===== src/rtl/aes_decrypt_mode_ctrl_pkg.sv =====
// aes_decrypt_mode_ctrl_pkg: shared AES block width, chaining-mode and FSM state encodings
package aes_decrypt_mode_ctrl_pkg;
  localparam int BLK_W = 128;
  typedef enum logic [2:0] {
    MODE_ECB = 3'd0,
    MODE_CBC = 3'd1,
    MODE_CFB = 3'd2,
    MODE_OFB = 3'd3,
    MODE_CTR = 3'd4
  } aes_mode_e;
  typedef enum logic [1:0] {IDLE, WAIT_IN, RUN, HOLD_OUT} aes_state_e;
  function automatic logic mode_ok(input logic [2:0] m);
    return m <= 3'(MODE_CTR);
  endfunction
endpackage


===== src/rtl/aes_core_watchdog.sv =====
// aes_core_watchdog: counts cycles spent waiting on the block-cipher core
// Ports: clk, reset (async active-low); arm = waiting on core, clear = restart
// count, done = core answered; expired = last allowed cycle passed without done.
module aes_core_watchdog #(
  parameter int TIMEOUT = 64
) (
  input  logic clk,
  input  logic reset,
  input  logic arm,
  input  logic clear,
  input  logic done,
  output logic expired
);
  localparam int CW = $clog2(TIMEOUT + 1);
  logic [CW-1:0] cnt_q, cnt_d;
  always_comb begin
    cnt_d = (clear || !arm || done) ? '0 : cnt_q + CW'(1);
  end
  // fires on the TIMEOUT-th armed cycle so the caller leaves after exactly TIMEOUT cycles
  assign expired = arm && !done && cnt_q == CW'(TIMEOUT - 1);
  always_ff @(posedge clk or negedge reset) begin
    if (!reset) cnt_q <= '0;
    else cnt_q <= cnt_d;
  end
endmodule


===== src/rtl/aes_decrypt_mode_ctrl.sv =====
// aes_decrypt_mode_ctrl: ECB/CBC/CFB/OFB/CTR decrypt chaining around an external block-cipher core
// Ports: clk, reset (async active-low); start/mode/iv open a stream;
// in_valid/in_ready/ciphertext and out_valid/out_ready/plaintext are block handshakes;
// core_start/core_enc_dec/core_in/core_out/core_done drive the cipher core;
// busy = stream open, err = sticky error (bad mode or core timeout).
module aes_decrypt_mode_ctrl
  import aes_decrypt_mode_ctrl_pkg::*;
#(
  parameter int CORE_TIMEOUT = 64
) (
  input  logic             clk,
  input  logic             reset,
  input  logic             start,
  input  logic [2:0]       mode,
  input  logic [BLK_W-1:0] iv,
  input  logic             in_valid,
  output logic             in_ready,
  input  logic [BLK_W-1:0] ciphertext,
  output logic             out_valid,
  input  logic             out_ready,
  output logic [BLK_W-1:0] plaintext,
  output logic             core_start,
  output logic             core_enc_dec,
  output logic [BLK_W-1:0] core_in,
  input  logic [BLK_W-1:0] core_out,
  input  logic             core_done,
  output logic             busy,
  output logic             err
);
  aes_state_e state_q, state_d;
  logic [2:0] mode_q, mode_d;
  logic [BLK_W-1:0] c_q, c_d, fb_q, fb_d, ctr_q, ctr_d, pt_q, pt_d;
  logic err_q, err_d, cs_q, cs_d, expired, dec_path;
  assign dec_path = mode_q == MODE_ECB || mode_q == MODE_CBC;
  aes_core_watchdog #(.TIMEOUT(CORE_TIMEOUT)) u_wd (
    .clk(clk),
    .reset(reset),
    .arm(state_q == RUN),
    .clear(state_q == WAIT_IN),
    .done(core_done),
    .expired(expired)
  );
  always_comb begin
    state_d = state_q;
    mode_d = mode_q;
    c_d = c_q;
    fb_d = fb_q;
    ctr_d = ctr_q;
    pt_d = pt_q;
    err_d = err_q;
    cs_d = 1'b0;
    case (state_q)
      IDLE: if (start) begin
        state_d = mode_ok(mode) ? WAIT_IN : IDLE;
        err_d = !mode_ok(mode);
        mode_d = mode_ok(mode) ? mode : mode_q;
        fb_d = mode_ok(mode) ? iv : fb_q;
        ctr_d = mode_ok(mode) ? iv : ctr_q;
      end
      WAIT_IN: if (in_valid) begin
        c_d = ciphertext;
        cs_d = 1'b1;
        state_d = RUN;
      end
      RUN: if (core_done) begin
        state_d = HOLD_OUT;
        // CBC whitens with the previous ciphertext (fb before its update); stream modes with C
        pt_d = mode_q == MODE_ECB ? core_out : mode_q == MODE_CBC ? core_out ^ fb_q : core_out ^ c_q;
        fb_d = (mode_q == MODE_CBC || mode_q == MODE_CFB) ? c_q : mode_q == MODE_OFB ? core_out : fb_q;
        ctr_d = mode_q == MODE_CTR ? ctr_q + BLK_W'(1) : ctr_q;
      end else if (expired) begin
        state_d = IDLE;
        err_d = 1'b1;
      end
      HOLD_OUT: if (out_ready) state_d = WAIT_IN;
      default: state_d = IDLE;
    endcase
  end
  always_ff @(posedge clk or negedge reset) begin
    if (!reset) begin
      state_q <= IDLE;
      mode_q <= '0;
      c_q <= '0;
      fb_q <= '0;
      ctr_q <= '0;
      pt_q <= '0;
      err_q <= 1'b0;
      cs_q <= 1'b0;
    end else begin
      state_q <= state_d;
      mode_q <= mode_d;
      c_q <= c_d;
      fb_q <= fb_d;
      ctr_q <= ctr_d;
      pt_q <= pt_d;
      err_q <= err_d;
      cs_q <= cs_d;
    end
  end
  assign in_ready = state_q == WAIT_IN;
  assign out_valid = state_q == HOLD_OUT;
  assign busy = state_q != IDLE;
  assign err = err_q;
  assign plaintext = pt_q;
  assign core_start = cs_q;
  // outside a stream the core is left in encrypt direction
  assign core_enc_dec = state_q == IDLE || !dec_path;
  assign core_in = dec_path ? c_q : mode_q == MODE_CTR ? ctr_q : fb_q;
endmodule


===== config.mk =====
export PLATFORM = sky130hd
export DESIGN_NAME = aes_decrypt_mode_ctrl
export DESIGN_NICKNAME = d
export VERILOG_FILES = /design/src/rtl/aes_decrypt_mode_ctrl_pkg.sv /design/src/rtl/aes_core_watchdog.sv /design/src/rtl/aes_decrypt_mode_ctrl.sv
export SDC_FILE = /design/constraint.sdc
export NUM_CORES = 1
export LEC_CHECK = 0
export BUFFER_PORTS_ARGS = -buffer_cell sky130_fd_sc_hd__buf_2
export CORE_AREA = 5 5 251 253
export DETAILED_ROUTE_END_ITERATION = 16
export DIE_AREA = 0 0 256 258
export PLACE_DENSITY_LB_ADDON = 0.12
export SYNTH_ARGS = -nofsm -noshare
export SYNTH_HDL_FRONTEND = slang
export SYNTH_SLANG_ARGS = --single-unit
export TNS_END_PERCENT = 30

===== constraint.sdc =====
create_clock -name clk -period 3.5 [get_ports clk]
set_input_delay 0.525 -clock clk [delete_from_list [all_inputs] [get_ports clk]]
set_output_delay 0.525 -clock clk [all_outputs]
set_load 0.01 [all_outputs]

==> reports/results.env, run 1 <==
RUN_STATUS='finished clean'
FINAL_DESIGN_AREA_NO_FILL_UM2=37700
SYNTH.DISTINCT_CELLS=65
TIMING.CRITICAL_PATH.REQUIRED_NS=2.97
TRITONCTS='built'
CRITPATHARRIVALTIME_NS=2.95
MAX_FREQ_GHz=0.288
TRACK_USAGE_PCT=37.7
SYNTH_FLOP_CELL='dfrtp_1'
HP-CLASS='in -> reg'
GRT_SETUP_UNREPAIRED='no'
POSTSYNTH.ASYNCRESETSHARE_PCT=100
VIAS_PER_CELL=6.39
MET3WIRELENGTH_UM=12500
SYNTH_TOP_CELL_BY_AREA='dfrtp_1'
DRV_SLEW=0
ROUTED_WL_UM=130000
FLOORPLAN.ROWS=91
PATH_CLASS='reg -> out'
P_LEAK_uW=0.0178
SYNTH.YOSYS.WARNINGS=0
NUM-FILL-CELLS=5661
DETAILEDROUTE.FIRSTPASSITERATIONCOUNT=8
WORST_SKEW_PAIR.LATE_LATENCY_NS=0.65
POWER_PER_CELL_AREA_nW_PER_UM2=991
FIN_CRIT_NS=3.48
IO-PIN-COUNT=655
FINALSETUPVIOLCOUNT=0
CLKTRANSATPATHREGS_NS=0.06
WORSTPATHCELLLIST='buf_4 -> buf_4 -> a22oi_1 -> o21ai_0 -> buf_2'
MOST-COMMON-LAYOUT-CELLS='nand2_1, buf_2, dfrtp_1, o21ai_0, a21oi_1'
MAX_STAGE_DELAY_NS=0.63
DRIVE_ABOVE_1_SHARE_PCT=19.6
CLOCK_SINK_COUNT=526
TOP_LAYER='met5'
TIGHTESTPINTRANSITION_NS=0.890
DIE_W_UM=256
CTS-HTREE-LEVELS=2
DP_HPWL_UM=91300
CRITPATHLAUNCHTYPE='flop'
WL_MET2_UM=60000
SLEW_LIMIT_HEADROOM_PCT=40.7
DR.FIRST_ITER.DRC_COUNT=4080
INITIAL_CORE_UTIL_PCT=51.8
PRECTSSETUPSLACK_NS=0.332
P_TOTAL_uW=37400
FINAL-HOLD-VIOLATION-COUNT=0
FP.DIEAREA_UM2=66000
TNS_NS=0
POST_SYNTHESIS_NET_COUNT=4438
CLOCKBUFFERDEPTH=3
CRIT_BUF_INV=3
AVGSYNTHCELLAREA_UM2=7.79
DPL_CELL_AREA_UM2=35700
SYNTH_AREA_LEADERS='dfrtp_1, nand2_1, o21ai_0, a22oi_1, a21oi_1'
CTS_BUFFERS=60
CRITICAL-PATH-TOP-DELAY-FAMILY='buffers and inverters'
FINAL_WEIGHTED_CONGESTION_IN_ROUTABILITY_DRIVEN_PLACEMENT=0.992
GRT_OVERFLOW=0
CORE_UM2=60800
NUM_VIAS=34258
TIMING.CRITICAL_PATH.FANOUT_MAX=47
FIRST_GLOBAL_VIAS=32492
STANDARD_CELL_WITH_THE_MAXIMUM_STAGE_DELAY_ON_THE_CRITICAL_PATH='buf_4'
SETUP.REG_TO_REG.WORST_SLACK_NS=0.25
NUMBER_OF_STORAGE_ELEMENTS_IN_THE_SYNTHESIS_NETLIST=526
WL_PER_CELL_UM=24.3
RR_STARTPOINT='ctr_q[3]'
NETS=4904
POST_ROUTE_WORST_SETUP_SLACK_NS=0.0243
AREA_GROWTH_SYN_TO_LAYOUT_PCT=19.7
GRT_FIRST_PASS_WIRELENGTH_UM=200000
NETLIST_INSTANCES=4043
CRITICAL_PATH.STARTPOINT='mode_q[1]'
PLACE.PORT_BUFFERS=654
MAX_CAP_VIOLATIONS=0
NETLIST.AREA_LEADER.SHARE_PCT=41.8
FINAL.SETUP_SKEW_NS=0.0340
CTS.REPAIR_TIMING.SETUP_BUFFER_COUNT=0
DRC_ERRORS=0
ANT_NETS=0
WORST_VDD_IR_uV=749
CTS_ROOT_BUF='clkbuf_16'
INITIAL_ANTENNA_VIOLATION_COUNT=15
POST_SYNTH_INSTANCE_AREA_UM2=31500
SEQ_AREA_FRAC_SYNTH_PCT=41.8
LAYOUT_COMMONEST_CELL='nand2_1'
SYNTH_EDF_COUNT=0
CRIT_PATH_FREQUENT_CELL='buf_4'
CP-END-KIND='output pin'
WL_MET1_UM=52100
DIE_HEIGHT_UM=258
PIN_COUNT_OF_THE_BIGGEST_NET_ENTERING_GLOBAL_ROUTING=147
FINALCRITPERIODSHARE_PCT=99.3
HOLD_START='ciphertext[15]'
-- worst reg2reg max path: cells and delay by family, from the launching register on --
kind            cells  cell delay, ns
simple gates        5            2.25
flops               1            0.52
compound gates      2            0.36
-- where the power goes --
part,internal [uW],leakage [uW],switching (uW),total (uW)
clock network,3770,0.000997,2720,6480
logic,6540,0.0103,12000,18600
registers,8880,0.00648,3450,12300
total,19200,0.0178,18200,37400
-- cell usage after synthesis (10+ instances only) --
cell	count
a21o_1	48
a21oi_1	307
a22oi_1	262
a2bb2oi_1	14
a311oi_1	49
a31oi_1	33
and2_1	13
and3_1	165
and4_1	15
buf_1	33
buf_2	11
clkbuf_1	302
dfrtp_1	526
inv_1	22
nand2_1	1006
nand3_1	139
nand4_1	63
nor2_1	156
nor3_1	59
nor4_1	39
o211ai_1	10
o21a_1	14
o21ai_0	435
o22a_1	30
o22ai_1	26
or3_1	18
or4_1	10
xor2_1	131
-- through the flow --
stage,instances,utilization [%],hold slack [ns]
2_1_floorplan,4043,-,0.229
3_3_place_gp,5236,58.7,0.456
3_5_place_dp,5236,58.7,0.464
4_1_cts,5349,62.0,0.0354
5_1_grt,5355,62.0,0.0599
6_report,5361,62.0,0.0655
-- repair_timing --
item,in CTS,in global routing
hold buffers,1,0
endpoints found under the hold margin,51,0
resized for setup,0,0
-- state kept, by name, summed over array words and instances, names as in the netlist --
name        count
plaintext     128
state_q         2
u_wd.cnt_q      7
core_start      1
err             1
ctr_q         128
mode_q          3
fb_q          128
c_q           128
-- kinds of logic after synthesis --
| logic type | share of synthesized area, % |
|---|---|
| simple gates | 24.8 |
| xor+xnor | 3.67 |
| fa+ha+maj | 0.0794 |
| buf+inv | 4.49 |
| mux | 0.226 |
| compound gates | 24.9 |
| flops | 41.8 |
-- routing by layer --
metal / up-vias / GRT usage, %
li1: 15411 / -
met3: 351 / 7.08
met4: 8 / 15.1
met1: 16451 / 52.1
met5: - / 0
met2: 2037 / 59.1
-- cell type report --
cell class                 instances  area [um2]  area share (%)
multi-input combinational       3145       17000            45.1
sequential                       526       13200            34.9
timing repair buffer             754        4420            11.7
clock buffer                      92        1810            4.81
tap                              790         988            2.62
clock inverter                    20         185           0.491
inverter                          22        87.6           0.232
antenna                           12        30.0          0.0796
-- worst paths after layout --
kind                                 end  cells after the start
min in group asynchronous        c_q[68]                      2
hold reg to reg            plaintext[92]                      2
setup reg to reg              ctr_q[114]                      7
max in group asynchronous      ctr_q[96]                      3
hold / removal                   c_q[15]                      3
setup / recovery             core_in[64]                      5
Note: power is estimated with default switching activity, not from simulation.
==> run 2: changes to the inputs <==
==> constraint.sdc (replaced) <==
create_clock -name clk -period 3.5 [get_ports clk]
set_input_delay 1.05 -clock clk [delete_from_list [all_inputs] [get_ports clk]]
set_output_delay 1.05 -clock clk [all_outputs]
set_load 0.01 [all_outputs]
==> run 2 against run 1 <==
  * Global-route usage decreased by 0.35 points
  * Via count about the same
  * Register-to-register slack improved by 0.14 ns
==> reports/results.env, run 2 (synthesis results as in run 1) <==
CORE_UM2=60800
P_LEAK_uW=0.0178
TRACK_USAGE_PCT=37.3
CTS-HTREE-LEVELS=2
ROUTED_WL_UM=130000
CLOCKBUFFERDEPTH=3
RR_STARTPOINT='ctr_q[3]'
DRC_ERRORS=0
DR.FIRST_ITER.DRC_COUNT=4390
CRITICAL_PATH.STARTPOINT='mode_q[1]'
CP-END-KIND='output pin'
DPL_CELL_AREA_UM2=35800
NUM-FILL-CELLS=5506
TNS_NS=0
POST_ROUTE_WORST_SETUP_SLACK_NS=0.00958
TIMING.CRITICAL_PATH.FANOUT_MAX=47
HP-CLASS='in -> async'
MAX_CAP_VIOLATIONS=0
WORSTREGTOREGCELLS=8
TRITONCTS='built'
FIN_CRIT_NS=3.49
WORST_VDD_IR_uV=1040
AREA_GROWTH_SYN_TO_LAYOUT_PCT=19.8
CTS_BUFFERS=59
FINALCRITPERIODSHARE_PCT=99.7
FIRST_GLOBAL_VIAS=32280
FLOORPLAN.ROWS=91
DP_HPWL_UM=89500
NETS=4917
FINAL.SETUP_SKEW_NS=0.0250
CRITPATHARRIVALTIME_NS=2.44
MAX_FREQ_GHz=0.286
GROUTE.LAYER.MET1.USAGE_PCT=52.2
INITIAL_CORE_UTIL_PCT=51.8
USE_MET2_PCT=58.3
CLKTRANSATPATHREGS_NS=0.06
NUM_VIAS=34226
DRIVE_ABOVE_1_SHARE_PCT=19.6
PIN_COUNT_OF_THE_BIGGEST_NET_ENTERING_GLOBAL_ROUTING=151
GRT_FIRST_PASS_WIRELENGTH_UM=198000
POWER_PER_CELL_AREA_nW_PER_UM2=986
DIE_W_UM=256
FP.DIEAREA_UM2=66000
GRT_SETUP_UNREPAIRED='no'
RUN_STATUS='finished clean'
LAYOUT_COMMONEST_CELL='nand2_1'
TIGHTESTPINTRANSITION_NS=1.27
TIMING.RR.END='ctr_q[114]'
WL_PER_CELL_UM=24.3
FINAL_WEIGHTED_CONGESTION_IN_ROUTABILITY_DRIVEN_PLACEMENT=0.964
SETUP.REG_TO_REG.WORST_SLACK_NS=0.39
ANT_NETS=0
M3_GR_USAGE_PCT=7.18
FINALSETUPVIOLCOUNT=0
CRITPATHLAUNCHTYPE='flop'
GRT_OVERFLOW=0
INITIAL_ANTENNA_VIOLATION_COUNT=10
WORST_SKEW_PAIR.LATE_LATENCY_NS=0.64
DIE_HEIGHT_UM=258
FINAL_DESIGN_AREA_NO_FILL_UM2=37700
GR_PEAK_LAYER='met2'
VIAS_PER_CELL=6.38
DETAILEDROUTE.FIRSTPASSITERATIONCOUNT=6
PATH_CLASS='reg -> out'
PLACE.PORT_BUFFERS=654
FINAL_CORE_OCC_PCT=62.1
TIMING.CRITICAL_PATH.REQUIRED_NS=2.45
SLEW_LIMIT_HEADROOM_PCT=15.3
CTS.REPAIR_TIMING.SETUP_BUFFER_COUNT=0
MOST-COMMON-LAYOUT-CELLS='nand2_1, buf_2, dfrtp_1, o21ai_0, a21oi_1'
P_TOTAL_uW=37200
CTS-HOLD-FIX-BUFFERS=0
IO-PIN-COUNT=655
FINAL-HOLD-VIOLATION-COUNT=0
CRITICAL_PATH.ENDPOINT='core_in[64]'
PRECTSSETUPSLACK_NS=0.429
DRV_SLEW=0
CTS_ROOT_BUF='clkbuf_16'
CLOCK_SINK_COUNT=526
## run 2: metal layers
layer	wire length, um	up-vias
li1	-	15430
met4	5500	8
met5	73	-
met1	52300	16290
met3	13000	345
met2	59300	2153
## run 2: power by group
| group | internal [uW] | switching, uW |
|---|---|---|
| Clock | 3670 | 2640 |
| Combinational | 6620 | 12000 |
| Sequential | 8890 | 3370 |
| Total | 19200 | 18100 |
## run 2: metrics by stage
stage	std cells	hold WS, ns
floorplan	4043	0.455
global placement	5250	0.455
detailed placement	5250	0.465
CTS	5356	0.383
global route	5361	0.406
finish	5361	0.395
## run 2: layout make-up
| cell class | instances | area [um2] | area share [%] |
|---|---|---|---|
| clock buffers | 95 | 1780 | 4.73 |
| multi-input cells | 3145 | 17000 | 45.1 |
| diodes | 5 | 12.5 | 0.0331 |
| well taps | 790 | 988 | 2.62 |
| flip-flops and latches | 526 | 13200 | 34.9 |
| clock inverters | 10 | 128 | 0.338 |
| inverters | 22 | 87.6 | 0.232 |
| repair buffers | 768 | 4560 | 12.1 |
## run 2: worst min path at each step
stage,end,slack [ns]
final,plaintext[57],0.40
after global routing,plaintext[57],0.41
after CTS,c_q[76],0.38
after detailed placement,plaintext[108],0.46
after global placement,plaintext[87],0.45
after floorplan,u_wd.cnt_q[0],0.45
## run 2: critical path, cell delays in order, from the launching register on
cell	delay [ns]
dfrtp_4	0.53
nor2_4	0.21
buf_12	0.26
a22oi_1	0.14
o21ai_0	0.37
buf_2	0.23
## run 2: timing repair
action,4_1_cts,5_1_grt
resized for setup,1,5
gates cloned,1,0
setup endpoints to repair,15,40
